[config.mk]
export PLATFORM = sky130hd
export DESIGN_NAME = bayer_mosaic
export DESIGN_NICKNAME = d
export VERILOG_FILES = /design/src/rtl/bayer_mosaic.sv
export SDC_FILE = /design/constraint.sdc
export NUM_CORES = 1
export LEC_CHECK = 0
export CORE_MARGIN = 3
export CORE_UTILIZATION = 47
export DETAILED_ROUTE_END_ITERATION = 6
export HOLD_SLACK_MARGIN = 0.15
export PLACE_DENSITY = 0.75
export SETUP_SLACK_MARGIN = 0.4
export SLEW_MARGIN = 20
export SYNTH_ARGS = -nofsm -noshare
export SYNTH_HDL_FRONTEND = slang
export SYNTH_SLANG_ARGS = --single-unit
[constraint.sdc]
create_clock -name clk -period 2 [get_ports clk]
set_input_delay 0.3 -clock clk [delete_from_list [all_inputs] [get_ports clk]]
set_output_delay 0.3 -clock clk [all_outputs]
set_load 0.01 [all_outputs]
[src/rtl/bayer_mosaic.sv]
// Re-mosaics an RGB pixel stream into an 8-bit Bayer raw stream, with line/frame geometry checks.
// Optional colour-bar test pattern generator enabled by defining BAYER_TESTPAT_EN.
module bayer_mosaic #(
    parameter int unsigned source_h = 1024,
    parameter int unsigned source_v = 1024,
    parameter int unsigned raw_type = 0
) (
    input  logic       clk,
    input  logic       reset_n,
`ifdef BAYER_TESTPAT_EN
    input  logic       test_en,
`endif
    input  logic       in_vsync,
    input  logic       in_hsync,
    input  logic       in_den,
    input  logic [7:0] in_data_R,
    input  logic [7:0] in_data_G,
    input  logic [7:0] in_data_B,
    output logic       out_vsync,
    output logic       out_hsync,
    output logic       out_den,
    output logic [7:0] out_raw,
    output logic       line_err,
    output logic       frame_err,
    output logic       frame_done
);

    localparam logic [11:0] CntMax = 12'hFFF;
    localparam logic [11:0] SrcH   = 12'(source_h);
    localparam logic [11:0] SrcV   = 12'(source_v);
    // Every pattern is BGGR with the row and/or column parity flipped.
    localparam logic [1:0]  SiteFlip = {(raw_type == 1) || (raw_type == 3),
                                        (raw_type == 1) || (raw_type == 2)};

    logic [11:0] col_q, col_d, row_q, row_d, row_inc, row_final;
    logic        vsync_prev_q, hsync_prev_q;
    logic        active_q, active_d;
    logic        line_err_q, line_err_d, frame_err_q, frame_err_d;
    logic        vs_rise, vs_fall, line_end;
    logic [1:0]  site;
    logic [7:0]  src_r, src_g, src_b, pix;

    logic        vs_s1, hs_s1, den_s1, done_s1;
    logic [7:0]  raw_s1;

    always_comb begin
        vs_rise   = in_vsync && !vsync_prev_q;
        vs_fall   = !in_vsync && vsync_prev_q && active_q;
        line_end  = !in_hsync && hsync_prev_q && active_q;
        row_inc   = (row_q == CntMax) ? row_q : row_q + 12'd1;
        row_final = line_end ? row_inc : row_q;

        col_d = col_q;
        if (!in_hsync) begin
            col_d = '0;
        end else if (in_den && col_q != CntMax) begin
            col_d = col_q + 12'd1;
        end

        row_d = row_q;
        if (!in_vsync) begin
            row_d = '0;
        end else if (line_end) begin
            row_d = row_inc;
        end

        active_d = active_q;
        if (vs_rise) begin
            active_d = 1'b1;
        end else if (!in_vsync) begin
            active_d = 1'b0;
        end

        line_err_d = line_err_q;
        if (vs_rise) begin
            line_err_d = 1'b0;
        end else if (line_end && col_q != SrcH) begin
            line_err_d = 1'b1;
        end

        frame_err_d = frame_err_q;
        if (vs_rise) begin
            frame_err_d = 1'b0;
        end else if (vs_fall) begin
            frame_err_d = (row_final != SrcV);
        end
    end

`ifdef BAYER_TESTPAT_EN
    localparam int unsigned BarW    = (source_h / 8 == 0) ? 1 : source_h / 8;
    localparam logic [11:0] BarLast = 12'(BarW - 1);

    logic        tp_q, tp_on;
    logic [2:0]  bar_q, bar_d;
    logic [11:0] bar_px_q, bar_px_d;

    always_comb begin
        tp_on    = vs_rise ? test_en : tp_q;
        bar_d    = bar_q;
        bar_px_d = bar_px_q;
        if (!in_hsync) begin
            bar_d    = '0;
            bar_px_d = '0;
        end else if (in_den) begin
            if (bar_px_q == BarLast && bar_q != 3'd7) begin
                bar_d    = bar_q + 3'd1;
                bar_px_d = '0;
            end else if (bar_px_q != CntMax) begin
                bar_px_d = bar_px_q + 12'd1;
            end
        end
        // Bar index bits map directly onto the missing primaries of the bar order.
        src_r = tp_on ? {8{~bar_q[1]}} : in_data_R;
        src_g = tp_on ? {8{~bar_q[2]}} : in_data_G;
        src_b = tp_on ? {8{~bar_q[0]}} : in_data_B;
    end

    always_ff @(posedge clk or negedge reset_n) begin
        if (!reset_n) begin
            tp_q     <= 1'b0;
            bar_q    <= '0;
            bar_px_q <= '0;
        end else begin
            if (vs_rise) tp_q <= test_en;
            bar_q    <= bar_d;
            bar_px_q <= bar_px_d;
        end
    end
`else
    always_comb begin
        src_r = in_data_R;
        src_g = in_data_G;
        src_b = in_data_B;
    end
`endif

    always_comb begin
        site = {row_q[0], col_q[0]} ^ SiteFlip;
        unique case (site)
            2'b00:   pix = src_b;
            2'b11:   pix = src_r;
            default: pix = src_g;
        endcase
    end

    // vsync_prev resets high so a frame already in progress at reset release is not
    // mistaken for a new one; the block waits for the next genuine rising edge.
    always_ff @(posedge clk or negedge reset_n) begin
        if (!reset_n) begin
            col_q        <= '0;
            row_q        <= '0;
            vsync_prev_q <= 1'b1;
            hsync_prev_q <= 1'b0;
            active_q     <= 1'b0;
            line_err_q   <= 1'b0;
            frame_err_q  <= 1'b0;
        end else begin
            col_q        <= col_d;
            row_q        <= row_d;
            vsync_prev_q <= in_vsync;
            hsync_prev_q <= in_hsync;
            active_q     <= active_d;
            line_err_q   <= line_err_d;
            frame_err_q  <= frame_err_d;
        end
    end

    always_ff @(posedge clk or negedge reset_n) begin
        if (!reset_n) begin
            vs_s1      <= 1'b0;
            hs_s1      <= 1'b0;
            den_s1     <= 1'b0;
            done_s1    <= 1'b0;
            raw_s1     <= '0;
            out_vsync  <= 1'b0;
            out_hsync  <= 1'b0;
            out_den    <= 1'b0;
            out_raw    <= '0;
            frame_done <= 1'b0;
        end else begin
            vs_s1      <= in_vsync;
            hs_s1      <= in_hsync;
            den_s1     <= in_den;
            done_s1    <= vs_fall;
            raw_s1     <= pix;
            out_vsync  <= vs_s1;
            out_hsync  <= hs_s1;
            out_den    <= den_s1;
            out_raw    <= den_s1 ? raw_s1 : 8'h00;
            frame_done <= done_s1;
        end
    end

    assign line_err  = line_err_q;
    assign frame_err = frame_err_q;

endmodule
==> results of run 1 <==
[final timing paths]
| path | cells past startpoint | end | start | slack [ps] |
|---|---|---|---|---|
| max in group asynchronous | 3 | vsync_prev_q | reset_n | 1200 |
| worst max-delay path | 6 | frame_err | row_q[9] | 100 |
| worst min-delay path | 0 | frame_done | done_s1 | 360 |
| worst min register to register | 0 | frame_done | done_s1 | 360 |
| min in group asynchronous | 3 | out_vsync | reset_n | 510 |
| worst max register to register | 6 | frame_err | row_q[9] | 100 |
[through the flow]
step	setup WS [ps]	cells	area [um^2]
floorplan	165.4	227	2421
global placement	-147.0	343	3009
detailed placement	-199.1	343	3009
CTS	149.5	362	3277
global route	19.57	379	3540
finish	103.9	379	3540
[cells by family (layout without fill, tap and decap cells)]
logic type                 after synthesis  count (layout)
buffers and inverters                   16             101
and+or+nand+nor                         91              91
adders and majority gates                5               5
xor gates and xnor gates                16              16
DFF                                     52              52
muxes                                    5               5
AOI/OAI and AO/OA                       42              42
[state kept, by name, indices dropped and copies added, names as in the netlist]
signal        count
active_q          1
col_q            12
den_s1            1
done_s1           1
frame_done        1
frame_err         1
hs_s1             1
line_err          1
out_den           1
out_hsync         1
out_raw           8
out_vsync         1
raw_s1            8
row_q            12
vs_s1             1
vsync_prev_q      1
[routing by layer]
layer | vias to the layer above | share of wire (%) | track usage, %
met5 | - | 0 | 0
met4 | 0 | 3.9 | 7.295
met3 | 22 | 3.7 | 4.060
met2 | 65 | 51 | 32.88
met1 | 971 | 41 | 24.79
li1 | 957 | - | -
[cell type report]
class                   count  area (um^2)  share of cell area, %
well taps                  67        83.83                  2.368
repair buffers             84        752.0                  21.24
inverters                   9        33.78                 0.9544
multi-input cells         159         1247                  35.24
flip-flops and latches     52         1308                  36.94
clock inverters             3        46.29                  1.308
clock buffers               5        68.82                  1.944
[power by group]
part,leakage [nW],switching (mW),total (mW),internal (mW)
logic,0.849,0.128,0.290,0.161
registers,0.677,0.0308,1.15,1.12
clock network,0.0548,0.339,0.716,0.377
total,1.58,0.498,2.15,1.66
[worst max-delay path, delay by kind of cell, from the launching register on]
kind	cells	cell delay [ps]
flops	1	400
simple gates	4	1090
compound gates	2	340
[cell usage after synthesis, types with 4 or more instances]
cell      number
a21oi_1        8
a22oi_1        8
a31oi_1        4
and2_1        20
clkbuf_1       5
dfrtp_1       51
ha_1           5
inv_1          9
mux2i_1        4
nand2_1       13
nand3_1        8
nand4_1        4
nor2_1        15
nor2b_1        5
nor3_1         7
o21ai_0       12
xnor2_1       12
xor2_1         4
[what timing repair did]
| item | 4_1_cts | 5_1_grt |
|---|---|---|
| hold buffers | 1 | 0 |
| resized for setup | 14 | 28 |
| hold endpoints to repair | 51 | 0 |
| endpoints found under the setup margin | 14 | 21 |
| pin swaps | 7 | 16 |
| setup buffers | 10 | 17 |
==> out/qor.txt, run 1 <==
Hold WS - 357.8 ps
share of post-route cells with drive strength above 1 - 27.88%
Syn Inst Count - 227
Worst Hold Class - reg -> reg
Initial Util - 49.70%
combinational family with the most area after synthesis - simple AND/OR/NAND/NOR gates
critical path class - reg -> reg
CTS H-tree lvls - 2
CTS tree - yes
area grow syn2layout - 46.88%
vias in the first global route - 2014
status - finished, final reports clean
Worst Path Required - 2220 ps
final worst-path cycle share - 94.80%
Slew headroom - 68.93%
GRT Total Usage - 19.57%
maximum vdd drop - 0.4581 mV
CTS Sinks - 52
via count - 2015
max frequency - 527.4 MHz
max incr delay on CP - 500 ps
asr flop ratio synth - 100.0%
commonest non-fill, non-tap cells in the layout - dfrtp_1, clkdlybuf4s50_1, buf_4
largest net degree at the start of global routing - 53
placer congestion estimate - 0.8757
leakage - 1.580 nW
Yosys top cell area share - 52.96%
post-route ant nets - 0
Post-Syn Area - 2410 um^2
Final Skew - 5.795 ps
Slew @ Worst Pin - 463.2 ps
total power - 2.154 mW
CP max FO - 5
simple logic cell fraction of the synthesized area - 21.55%
YS warnings - 0
Fillers - 324
pwr dens - 608.4 nW/um^2
critical path launch point type - flop
Syn Area/Cell - 10.62 um^2
dominant synthesized flop cell - dfrtp_1
Final Hold Violating Endpoints - 0
Post-Synth XOR/XNOR Area - 5.815%
Post-route DRC - 0
crit path cell chain - nand4_1 > or3_4 > and3_4 > a31oi_4 > nor4_2 > a41oi_1
most area-hungry cell type in the Yosys netlist - dfrtp_1
Site Rows - 25
commonest non-fill, non-tap cell in the layout - dfrtp_1
total CTS buffers - 5
# port buffers - 42
global-route wire length before repair - 9377 um
CTS Root Cell - clkbuf_8
post-DR wirelength/cell - 16.12 um
core area - 4848 um^2
multiplexer share of the synthesized area - 2.129%
Netlist cell types - 42
Starting DRT DRC Count - 175
CP endpoint kind - flop
leading post-synthesis cells by cell area - dfrtp_1, and2_1, xnor2_1
initial antenna violation count - 0
overflow left after global routing - 0
RSZ-0062 raised after global routing - yes
Fin Setup TNS - 0 ps
WL final - 6110 um
vias per cell - 5.317
area share of fa/ha/maj cells after synthesis - 2.596%
Max Cap Violations - 0
Setup-failing EPs final - 0
max-slew violations - 0
complex-gate fraction of the synthesized area - 11.27%
sequential area share after synthesis - 54.05%
synthesized flop and latch total - 52
DRT Pass-1 Iters - 4
clock slew at reported path FFs - 90 ps
Tmin final - 1896 ps
Arr. time, crit path - 2110 ps
Post-synth EDFFs - 0
Clk Latency, worst-skew pair - 300 ps
Final Util - 73.01%
clock tree buffer depth - 2
Die ar. - 6023 um^2
HPWL after detailed placement - 3735 um
Synthesized Nets - 261
Post-layout nets - 345
Worst path slowest cell - or3_4
io pins - 43
die height - 77.61 um
Die X-Extent - 77.61 um
n_diodes - 0
(Power assumes the default switching activity.)
==> run 2: changes to the inputs <==
- CORE_MARGIN: 3 -> 5
- HOLD_SLACK_MARGIN: 0.15 -> 0.06
==> out/qor.txt, run 2 (synthesis gave the netlist of run 1 again) <==
Slew @ Worst Pin - 492.8 ps (was 463.2 ps)
Hold WS - 358.8 ps (was 357.8 ps)
max-slew violations - 0 (unchanged)
Clk Latency, worst-skew pair - 310 ps (was 300 ps)
met2 Usage GRT - 30.29% (was 32.88%)
die height - 81.61 um (was 77.61 um)
Setup-failing EPs final - 0 (unchanged)
Post-route DRC - 0 (unchanged)
status - finished, final reports clean (unchanged)
CP endpoint kind - flop (unchanged)
vias per cell - 5.319 (was 5.317)
leakage - 1.596 nW (was 1.580 nW)
cell count after placement - 345 (was 343)
Worst path slowest cell - dfrtp_2 (was or3_4)
# port buffers - 42 (unchanged)
Site Rows - 26 (was 25)
grt peak-use layer - met2 (unchanged)
CTS Root Cell - clkbuf_8 (unchanged)
met1 Usage GRT - 22.60% (was 24.79%)
post-DR wirelength/cell - 15.88 um (was 16.12 um)
max frequency - 502.2 MHz (was 527.4 MHz)
Final Hold Violating Endpoints - 0 (unchanged)
clock slew at reported path FFs - 100 ps (was 90 ps)
final worst-path cycle share - 99.56% (was 94.80%)
commonest non-fill, non-tap cells in the layout - dfrtp_1, clkdlybuf4s50_1, buf_4 (unchanged)
pwr dens - 580.1 nW/um^2 (was 608.4 nW/um^2)
Die X-Extent - 81.61 um (was 77.61 um)
largest net degree at the start of global routing - 33 (was 53)
WL final - 6068 um (was 6110 um)
Slew headroom - 67.15% (was 68.93%)
RSZ-0062 raised after global routing - yes (unchanged)
CTS H-tree lvls - 2 (unchanged)
commonest non-fill, non-tap cell in the layout - dfrtp_1 (unchanged)
area grow syn2layout - 47.14% (was 46.88%)
crit-path most repeated cell - nor4_4
Arr. time, crit path - 2170 ps (was 2110 ps)
core area - 5042 um^2 (was 4848 um^2)
Post-layout nets - 345 (unchanged)
DRT Pass-1 Iters - 4 (unchanged)
Max Cap Violations - 0 (unchanged)
initial antenna violation count - 0 (unchanged)
CP max FO - 6 (was 5)
vias in the first global route - 1939 (was 2014)
io pins - 43 (unchanged)
HPWL after detailed placement - 3818 um (was 3735 um)
total CTS buffers - 5 (unchanged)
GRT Total Usage - 17.88% (was 19.57%)
Starting DRT DRC Count - 132 (was 175)
crit path cell chain - nand4_4 > nor4_4 > mux2_4 > nand2b_4 > nor4_4 > a41oi_2 (was nand4_1 > or3_4 > and3_4 > a31oi_4 > nor4_2 > a41oi_1)
top flop regs - col_q: 12 flops, row_q: 12 flops (unchanged)
via count - 2032 (was 2015)
CTS tree - yes (unchanged)
fin cells - 382 (was 379)
clock tree buffer depth - 2 (unchanged)
placer congestion estimate - 0.9126 (was 0.8757)
Final Skew - 4.509 ps (was 5.795 ps)
maximum vdd drop - 0.4263 mV (was 0.4581 mV)
critical path class - reg -> reg (unchanged)
GR Util met3 - 3.947% (was 4.060%)
Initial Util - 47.79% (was 49.70%)
critical path launch point type - flop (unchanged)
global-route wire length before repair - 9025 um (was 9377 um)
n_diodes - 0 (unchanged)
Fin Setup TNS - 0 ps (unchanged)
overflow left after global routing - 0 (unchanged)
post-route ant nets - 0 (unchanged)
Die ar. - 6659 um^2 (was 6023 um^2)
CTS Sinks - 52 (unchanged)
Worst Hold Class - reg -> reg (unchanged)
max incr delay on CP - 440 ps (was 500 ps)
Tmin final - 1991 ps (was 1896 ps)
share of post-route cells with drive strength above 1 - 28.85% (was 27.88%)
Worst Path Required - 2180 ps (was 2220 ps)
==> run 2: worst paths after layout <==
path                            cells after the start  startpoint  slack (ps)   endpoint
worst max-delay path                                6    row_q[3]           9  frame_err
min in group asynchronous                           2     reset_n         480  out_vsync
worst max register to register                      6    row_q[3]           9  frame_err
worst min register to register                      0       vs_s1         360  out_vsync
max in group asynchronous                           3     reset_n        1000   row_q[1]
worst min-delay path                                0       vs_s1         360  out_vsync
==> run 2: worst max-delay path, delay by kind of cell, from the launching register on <==
family          cells  cell delay (ps)
simple gates        4              930
flops               1              440
mux                 1              330
compound gates      1              160
==> run 2: through the flow <==
| stage | instance area [um^2] | setup WS [ps] | utilization [%] | power [mW] |
|---|---|---|---|---|
| 2_1_floorplan | 2421 | 165.4 | - | 1.272 |
| 3_3_place_gp | 3005 | -183.2 | 59.60 | 1.441 |
| 3_5_place_dp | 3005 | -217.3 | 59.60 | 1.448 |
| 4_1_cts | 3212 | 132.9 | 63.70 | 2.074 |
| 5_1_grt | 3546 | -60.16 | 70.32 | 2.165 |
| 6_report | 3546 | 8.900 | 70.32 | 2.057 |
==> run 2: area by class of cell <==
type,count,area (um^2)
clock buffers,5,68.82
repair buffers,84,759.5
well taps,70,87.58
clock inverters,3,27.53
flip-flops and latches,52,1310
inverters,9,33.78
fillers,366,1496
multi-input cells,159,1259
==> run 2: routing by layer <==
| layer | wire (um) | vias up |
|---|---|---|
| li1 | - | 967 |
| met1 | 2481 | 992 |
| met2 | 3137 | 56 |
| met3 | 261 | 17 |
| met4 | 188 | 0 |
| met5 | 0 | - |
==> run 2: power by group <==
| part | internal (mW) | switching, mW | leakage [nW] | total, mW |
|---|---|---|---|---|
| Combinational | 0.159 | 0.128 | 0.876 | 0.288 |
| Sequential | 1.12 | 0.0296 | 0.674 | 1.15 |
| Clock | 0.257 | 0.366 | 0.0463 | 0.623 |
==> run 2: timing repair <==
| action | CTS | global route |
|---|---|---|
| resized for setup | 6 | 41 |
| hold endpoints to repair | 19 | 0 |
| setup endpoints to repair | 11 | 20 |
| hold buffers | 1 | 0 |
| pin swaps | 3 | 23 |
| setup buffers | 11 | 17 |
